## config.mk

```make
export PLATFORM = sky130hd
export DESIGN_NAME = phase_update_ctrl_flat
export DESIGN_NICKNAME = d
export VERILOG_FILES = /design/src/rtl/phase_update_ctrl_pkg.sv /design/src/rtl/phase_update_ctrl_if.sv /design/src/rtl/phase_update_ctrl_ref_counter.sv /design/src/rtl/phase_update_ctrl.sv /design/src/flat_wrapper.sv
export SDC_FILE = /design/constraint.sdc
export NUM_CORES = 1
export LEC_CHECK = 0
export ABC_AREA = 1
export BUFFER_PORTS_ARGS = -buffer_cell sky130_fd_sc_hd__buf_2
export CAP_MARGIN = 20
export CORE_UTILIZATION = 50
export CTS_CLUSTER_SIZE = 12
export DETAILED_ROUTE_END_ITERATION = 16
export PLACE_DENSITY = 0.68
export SETUP_SLACK_MARGIN = 0.15
export SLEW_MARGIN = 25
export SYNTH_ARGS = -nofsm -noshare
export SYNTH_HDL_FRONTEND = slang
export SYNTH_HIERARCHICAL = 1
export SYNTH_SLANG_ARGS = --single-unit
```

## constraint.sdc

```tcl
create_clock -name clk -period 2.4 [get_ports clk]
set_clock_uncertainty 0.05 [all_clocks]
set_input_delay 0.48 -clock clk [delete_from_list [all_inputs] [get_ports clk]]
set_output_delay 0.48 -clock clk [all_outputs]
set_load 0.03 [all_outputs]
```

## src/rtl/phase_update_ctrl_pkg.sv

```systemverilog
// Shared constants, FSM encoding and width helpers for the phase update controller.
package phase_update_ctrl_pkg;

  localparam int NUM_CH_DEF       = 16;
  localparam int OFFSET_WIDTH_DEF = 11;
  localparam int DIVIDE_DEF       = 624;

  typedef enum logic [1:0] {
    ST_IDLE      = 2'd0,
    ST_WAIT_SYNC = 2'd1,
    ST_APPLY     = 2'd2,
    ST_RELEASE   = 2'd3
  } state_t;

  // wr_ch is one bit wider than a bare index so out-of-range channels reach the range check
  function automatic int ch_idx_width(input int num_ch);
    return $clog2(num_ch + 1);
  endfunction

  function automatic int ref_cnt_width(input int divide);
    return $clog2(2 * (divide + 1));
  endfunction

endpackage

```

## src/rtl/phase_update_ctrl_if.sv

```systemverilog
// Offset-write and commit handshake bundle between a host and phase_update_ctrl.
interface phase_update_ctrl_if
  import phase_update_ctrl_pkg::*;
#(
  parameter int NUM_CH       = NUM_CH_DEF,
  parameter int OFFSET_WIDTH = OFFSET_WIDTH_DEF
) ();

  localparam int CH_W = ch_idx_width(NUM_CH);

  logic                    wr_valid;
  logic                    wr_ready;
  logic [CH_W-1:0]         wr_ch;
  logic [OFFSET_WIDTH-1:0] wr_offset;
  logic                    commit_valid;
  logic                    commit_ready;

  modport master (
    output wr_valid, wr_ch, wr_offset, commit_valid,
    input  wr_ready, commit_ready
  );

  modport slave (
    input  wr_valid, wr_ch, wr_offset, commit_valid,
    output wr_ready, commit_ready
  );

endinterface

```

## src/rtl/phase_update_ctrl_ref_counter.sv

```systemverilog
// Free-running period reference counter; flags the last tick of every period as the sync point.
module phase_ref_counter #(
  parameter int DIVIDE = 624,
  parameter int CNT_W  = 11
) (
  input  logic clk,
  input  logic rst,
  output logic sync
);

  localparam logic [CNT_W-1:0] LAST = CNT_W'(2 * DIVIDE + 1);

  logic [CNT_W-1:0] cnt_q;
  logic [CNT_W-1:0] cnt_d;

  // Wrap at the end of the full period; never stalled so every commit lands on the same grid
  always_comb begin
    if (cnt_q == LAST) begin
      cnt_d = '0;
    end else begin
      cnt_d = cnt_q + CNT_W'(1);
    end
  end

  // Counter register
  always_ff @(posedge clk or negedge rst) begin
    if (!rst) begin
      cnt_q <= '0;
    end else begin
      cnt_q <= cnt_d;
    end
  end

  assign sync = (cnt_q == LAST);

endmodule

```

## src/rtl/phase_update_ctrl.sv

```systemverilog
// Double-buffered channel offset bank; a commit swaps shadow into active on the next period
// boundary while holding the channel dividers in reload and their outputs disabled.
module phase_update_ctrl
  import phase_update_ctrl_pkg::*;
#(
  parameter int NUM_CH       = NUM_CH_DEF,
  parameter int OFFSET_WIDTH = OFFSET_WIDTH_DEF,
  parameter int DIVIDE       = DIVIDE_DEF
) (
  input  logic                           clk,
  input  logic                           rst,
  phase_update_ctrl_if.slave             bus,
  input  logic                           out_enable,
  output logic [NUM_CH*OFFSET_WIDTH-1:0] ch_offset,
  output logic                           ch_rst,
  output logic [OFFSET_WIDTH-2:0]        ch_divide,
  output logic                           ch_oe,
  output logic                           commit_done,
  output logic                           wr_err
);

  localparam int CH_W  = ch_idx_width(NUM_CH);
  localparam int CNT_W = ref_cnt_width(DIVIDE);
  localparam int DIV_W = OFFSET_WIDTH - 1;
  localparam int BANK_W = NUM_CH * OFFSET_WIDTH;

  state_t            state_q, state_d;
  logic [BANK_W-1:0] shadow_q, shadow_d;
  logic [BANK_W-1:0] active_q, active_d;
  logic              wr_ready_q, wr_ready_d;
  logic              commit_ready_q, commit_ready_d;
  logic              ch_rst_q, ch_rst_d;
  logic              ch_oe_q, ch_oe_d;
  logic              commit_done_q, commit_done_d;
  logic              wr_err_q, wr_err_d;
  logic              sync;
  logic              wr_fire;
  logic              commit_fire;
  logic              swap_phase;

  phase_ref_counter #(
    .DIVIDE (DIVIDE),
    .CNT_W  (CNT_W)
  ) u_ref (
    .clk  (clk),
    .rst  (rst),
    .sync (sync)
  );

  assign wr_fire     = bus.wr_valid & wr_ready_q;
  assign commit_fire = bus.commit_valid & commit_ready_q;

  // Sequencer next state
  always_comb begin
    state_d = state_q;
    case (state_q)
      ST_IDLE: begin
        if (commit_fire) state_d = ST_WAIT_SYNC;
        else             state_d = ST_IDLE;
      end
      ST_WAIT_SYNC: begin
        if (sync) state_d = ST_APPLY;
        else      state_d = ST_WAIT_SYNC;
      end
      ST_APPLY:   state_d = ST_RELEASE;
      ST_RELEASE: state_d = ST_IDLE;
      default:    state_d = ST_IDLE;
    endcase
  end

  // Shadow writes (a write alongside a commit still lands first) and the active swap
  always_comb begin
    shadow_d = shadow_q;
    wr_err_d = wr_err_q;
    if (wr_fire) begin
      if (bus.wr_ch >= CH_W'(NUM_CH)) begin
        wr_err_d = 1'b1;
      end else begin
        for (int i = 0; i < NUM_CH; i++) begin
          if (bus.wr_ch == CH_W'(i)) shadow_d[i*OFFSET_WIDTH +: OFFSET_WIDTH] = bus.wr_offset;
        end
      end
    end else begin
      wr_err_d = wr_err_q;
    end
    if (state_d == ST_APPLY) begin
      active_d = shadow_q;
    end else begin
      active_d = active_q;
    end
  end

  // Outputs are decoded from the next state so they line up with the registered state
  always_comb begin
    swap_phase     = (state_d == ST_APPLY) || (state_d == ST_RELEASE);
    wr_ready_d     = (state_d == ST_IDLE);
    commit_ready_d = (state_d == ST_IDLE);
    commit_done_d  = (state_d == ST_RELEASE);
    if (swap_phase) begin
      ch_rst_d = 1'b0;
      ch_oe_d  = 1'b0;
    end else begin
      ch_rst_d = 1'b1;
      ch_oe_d  = out_enable;
    end
  end

  // State, banks and registered outputs; reset drops every strobe and enable low
  always_ff @(posedge clk or negedge rst) begin
    if (!rst) begin
      state_q        <= ST_IDLE;
      shadow_q       <= '0;
      active_q       <= '0;
      wr_ready_q     <= 1'b0;
      commit_ready_q <= 1'b0;
      ch_rst_q       <= 1'b0;
      ch_oe_q        <= 1'b0;
      commit_done_q  <= 1'b0;
      wr_err_q       <= 1'b0;
    end else begin
      state_q        <= state_d;
      shadow_q       <= shadow_d;
      active_q       <= active_d;
      wr_ready_q     <= wr_ready_d;
      commit_ready_q <= commit_ready_d;
      ch_rst_q       <= ch_rst_d;
      ch_oe_q        <= ch_oe_d;
      commit_done_q  <= commit_done_d;
      wr_err_q       <= wr_err_d;
    end
  end

  assign bus.wr_ready     = wr_ready_q;
  assign bus.commit_ready = commit_ready_q;
  assign ch_offset        = active_q;
  assign ch_rst           = ch_rst_q;
  assign ch_divide        = DIV_W'(DIVIDE);
  assign ch_oe            = ch_oe_q;
  assign commit_done      = commit_done_q;
  assign wr_err           = wr_err_q;

endmodule

```

## src/flat_wrapper.sv

```systemverilog
// flat-port wrapper written by rule: the top's interface ports become plain ports
module phase_update_ctrl_flat import phase_update_ctrl_pkg::*;
#(
  parameter int NUM_CH       = NUM_CH_DEF,
  parameter int OFFSET_WIDTH = OFFSET_WIDTH_DEF,
  parameter int DIVIDE       = DIVIDE_DEF
)
  (clk, rst, out_enable, ch_offset, ch_rst, ch_divide, ch_oe, commit_done, wr_err, bus_wr_valid, bus_wr_ch, bus_wr_offset, bus_commit_valid, bus_wr_ready, bus_commit_ready);
  phase_update_ctrl_if #(.NUM_CH(NUM_CH), .OFFSET_WIDTH(OFFSET_WIDTH)) bus_i ();
  input  logic clk;
  input  logic rst;
  input  logic out_enable;
  output logic [NUM_CH*OFFSET_WIDTH-1:0] ch_offset;
  output logic ch_rst;
  output logic [OFFSET_WIDTH-2:0] ch_divide;
  output logic ch_oe;
  output logic commit_done;
  output logic wr_err;
  input wire logic [$bits(bus_i.wr_valid)-1:0] bus_wr_valid;
  input wire logic [$bits(bus_i.wr_ch)-1:0] bus_wr_ch;
  input wire logic [$bits(bus_i.wr_offset)-1:0] bus_wr_offset;
  input wire logic [$bits(bus_i.commit_valid)-1:0] bus_commit_valid;
  output wire logic [$bits(bus_i.wr_ready)-1:0] bus_wr_ready;
  output wire logic [$bits(bus_i.commit_ready)-1:0] bus_commit_ready;
  assign bus_i.wr_valid = bus_wr_valid;
  assign bus_i.wr_ch = bus_wr_ch;
  assign bus_i.wr_offset = bus_wr_offset;
  assign bus_i.commit_valid = bus_commit_valid;
  assign bus_wr_ready = bus_i.wr_ready;
  assign bus_commit_ready = bus_i.commit_ready;
  phase_update_ctrl #(.NUM_CH(NUM_CH), .OFFSET_WIDTH(OFFSET_WIDTH), .DIVIDE(DIVIDE)) u_core (.clk(clk), .rst(rst), .bus(bus_i), .out_enable(out_enable), .ch_offset(ch_offset), .ch_rst(ch_rst), .ch_divide(ch_divide), .ch_oe(ch_oe), .commit_done(commit_done), .wr_err(wr_err));
endmodule
```

==> flow_summary.ini <==
[power_and_ir_drop]
comb_power_share_pct = 2.7
seqPwrFrac_pct = 50.0
switching_share_pct = 21.2
powerDensity_mw_per_mm2 = 708
pwr-share-clk_pct = 47.3
irDropWorstVdd_uv = 427
netSwitchingPower_mw = 2.64
leakagePower_nw = 9.32
internal_power_mw = 9.84

[global_routing]
antenna_found_initial = 2
grtUsageTotal_pct = 24.3
grt-ovfl-total = 0
grt_pass1_vias = 11051
grt_max_degree = 65
grt_pass1_wl_um = 59200

[yosys]
synth_compound_area_share_pct = 5.95
synth-adder-area-share_pct = 0.164
netlist_instances = 1688
synthMuxAreaShare_pct = 0
seq_area_frac_synth_pct = 60.8
yosysWarningCount = 6
synth_area_mm2 = 0.0152
synthSimpleGateAreaFrac_pct = 21.7
synth_top_family_by_area = simple AND/OR/NAND/NOR gates
synth-seq-cells = 370
synth-xor-area-share_pct = 0.288
syn-mean-instance-area_um2 = 9.02
yosysUniqueCellTypes = 27

[worst_setup_path]
rr_startpoint = u_core/u_ref/cnt_q[1]
endpoint = u_core/ch_offset[136]
r2r_cells = 10
cpPeakStageDelay_ps = 390
crit_slowest_cell = dfrtp_1
worstReg2RegEnd = u_core/ch_offset[136]
cp_cell_sequence = inv_1 > ha_1 > inv_1 > nor3_1 > nand2_1 > inv_2 > nand3_4 > buf_12 > buf_12 > o21ai_0
reg2reg_slack_ps = 440
startpoint_type = flip-flop
worstPathMaxFanout = 47
crit_arrival_ps = 2320
critPathKind = flip-flop to flip-flop
startpoint = u_core/u_ref/cnt_q[1]
crit_required_ps = 2770
end_kind = flip-flop

[route]
num_vias = 11492
drtAntennaViolNets = 0
wl_um = 36900
first_iter_violations = 1100
wl_per_cell_um = 16.2
routed_via_density = 5.03
dr.pass1.iters = 5
drc = 0

[cts]
htreeDepth = 2
clk_pin_slew_ps = 60
root_buffer = clkbuf_16
clockBufferDepth = 3
clock_sinks = 370
numCtsBuffers = 40
ctsResizeCount = 0
insertion_delay_ps = 510
cts_tree = done

[timing]
worst_pin_slew_ps = 760
final.min_clock_period_ps = 1960
relSlewSlack_pct = 49.1
hold_ws_ps = 123
setup_viol = 0
hold_violations = 0
max_freq_mhz = 511
tns_ps = 0
slew_violations = 0
rsz0062_at_grt = no
fin_crit_sh_pct = 81.5

[floorplan]
die_area_mm2 = 0.0312
fp.coreArea_mm2 = 0.0298
num_rows = 63
ios = 213
die_y_um = 177
die_w_um = 177
start_util_pct = 51.1

[worst_hold_path]
hold_path_class = input port to flip-flop

[final_layout]
syn2layout_area_growth_pct = 15.8
fill_cells = 2634
final_cell_mix = nand2_1, dfrtp_1, buf_2
finish.utilization_pct = 59.2
final_area_mm2 = 0.0176
layout.nets = 1888
layout-drive-gt1-share_pct = 16.7
final_common_cell = nand2_1

[place]
place_hpwl_um = 23000
place_area_mm2 = 0.0163
gp_routability_congestion = 0.835
io_buffers = 202

[run]
cap_violations = 0

[run_status]
status = finished clean
kinds of logic after synthesis:
group,Yosys count
adders and majority gates,2
xor gates and xnor gates,5
AOI/OAI and AO/OA,180
other,2
DFF,370
and+or+nand+nor,809
buffers and inverters,320
timing repair:
item / CTS / global route
buffers inserted: 0 / 2
hold buffers: 1 / 0
hold endpoints to repair: 48 / 0
setup endpoints to repair: 0 / 84
cell usage after synthesis:
library cell    n  area (µm²)
buf_4          25         188
a21oi_1         2        10.0
nand3_1       179         896
nor2_1         43         161
inv_1         196         736
xor2_1          4        35.0
nand4_1         1        6.26
buf_6          30         338
ha_1            2        25.0
xnor2_1         1        8.76
dfrtp_1       370        9260
clkbuf_4        1        7.51
clkbuf_8       12         165
conb_1          2        7.51
nand3b_1        1        7.51
nor2_4          1        11.3
o21ai_0       176         881
clkbuf_2       10        50.1
o21bai_1        2        15.0
nand2_1       577        2170
clkbuf_1       20        75.1
nand3_2         3        30.0
buf_2          25         125
inv_2           1        3.75
nor2_2          1        6.26
nand2_2         1        6.26
nor3_1          2        10.0
worst min-delay path by stage:
stage	startpoint	to	slack (ps)	depth (start not counted)
after floorplan	rst	u_core/bus.commit_ready	130	0
after global placement	u_core/shadow_q[5]	u_core/shadow_q[5]	400	2
after CTS	out_enable	u_core/ch_oe	100	3
final	out_enable	u_core/ch_oe	120	3
after detailed placement	rst	u_core/ch_offset[125]	410	1
after global routing	out_enable	u_core/ch_oe	120	3
critical path: cells and delay by family, from the launching register on:
family | cells | cell delay (ps)
buffers and inverters | 5 | 610
AND/OR/NAND/NOR | 3 | 410
flip-flops | 1 | 390
AO/OA/AOI/OAI | 1 | 200
adder cells (fa/ha/maj) | 1 | 150
routing by layer:
| layer | GRT usage [%] | up-vias | share of wire (%) |
|---|---|---|---|
| met3 | 4.65 | 56 | 6.7 |
| met4 | 6.47 | 0 | 1.9 |
| met2 | 38.5 | 369 | 47 |
| met1 | 34.3 | 5521 | 44 |
| li1 | - | 5546 | - |
| met5 | 0 | - | 0 |
per-stage QoR:
step	worst slack [ps]	cells	power (mW)
floorplan	589	1696	6.49
global placement	343	2210	6.69
detailed placement	296	2210	6.70
CTS	271	2280	12.6
global route	242	2282	12.9
finish	445	2284	12.5
final cells by class:
class                           count  area [µm²]  share of cell area, %
Sequential cell                   370        9260                   52.5
Multi-Input combinational cell   1006        4330                   24.5
Timing Repair Buffer              250        1550                   8.77
Clock buffer                       65        1260                   7.12
Inverter                          197         739                   4.19
Tap cell                          390         488                   2.77
Clock inverter                      4        20.0                  0.113
Antenna cell                        2        5.00                 0.0284
power by group through the flow:
stage / clock (mW) / sequential [mW] / combinational (mW)
4_1_cts: 6.05 / 6.24 / 0.345
3_5_place_dp: 0 / 6.35 / 0.343
5_1_grt: 6.28 / 6.24 / 0.372
3_3_place_gp: 0 / 6.35 / 0.340
6_report: 5.91 / 6.24 / 0.336
2_1_floorplan: 0 / 6.36 / 0.131
state kept, by name, summed over array words and instances, names as in the netlist:
signal and count:
u_core/bus.commit_ready 1, u_core/ch_oe 1, u_core/ch_offset 176, u_core/ch_rst 1
u_core/commit_done 1, u_core/shadow_q 176, u_core/state_q 2, u_core/u_ref/cnt_q 11
u_core/wr_err 1
Note: power is estimated with default switching activity, not from simulation.
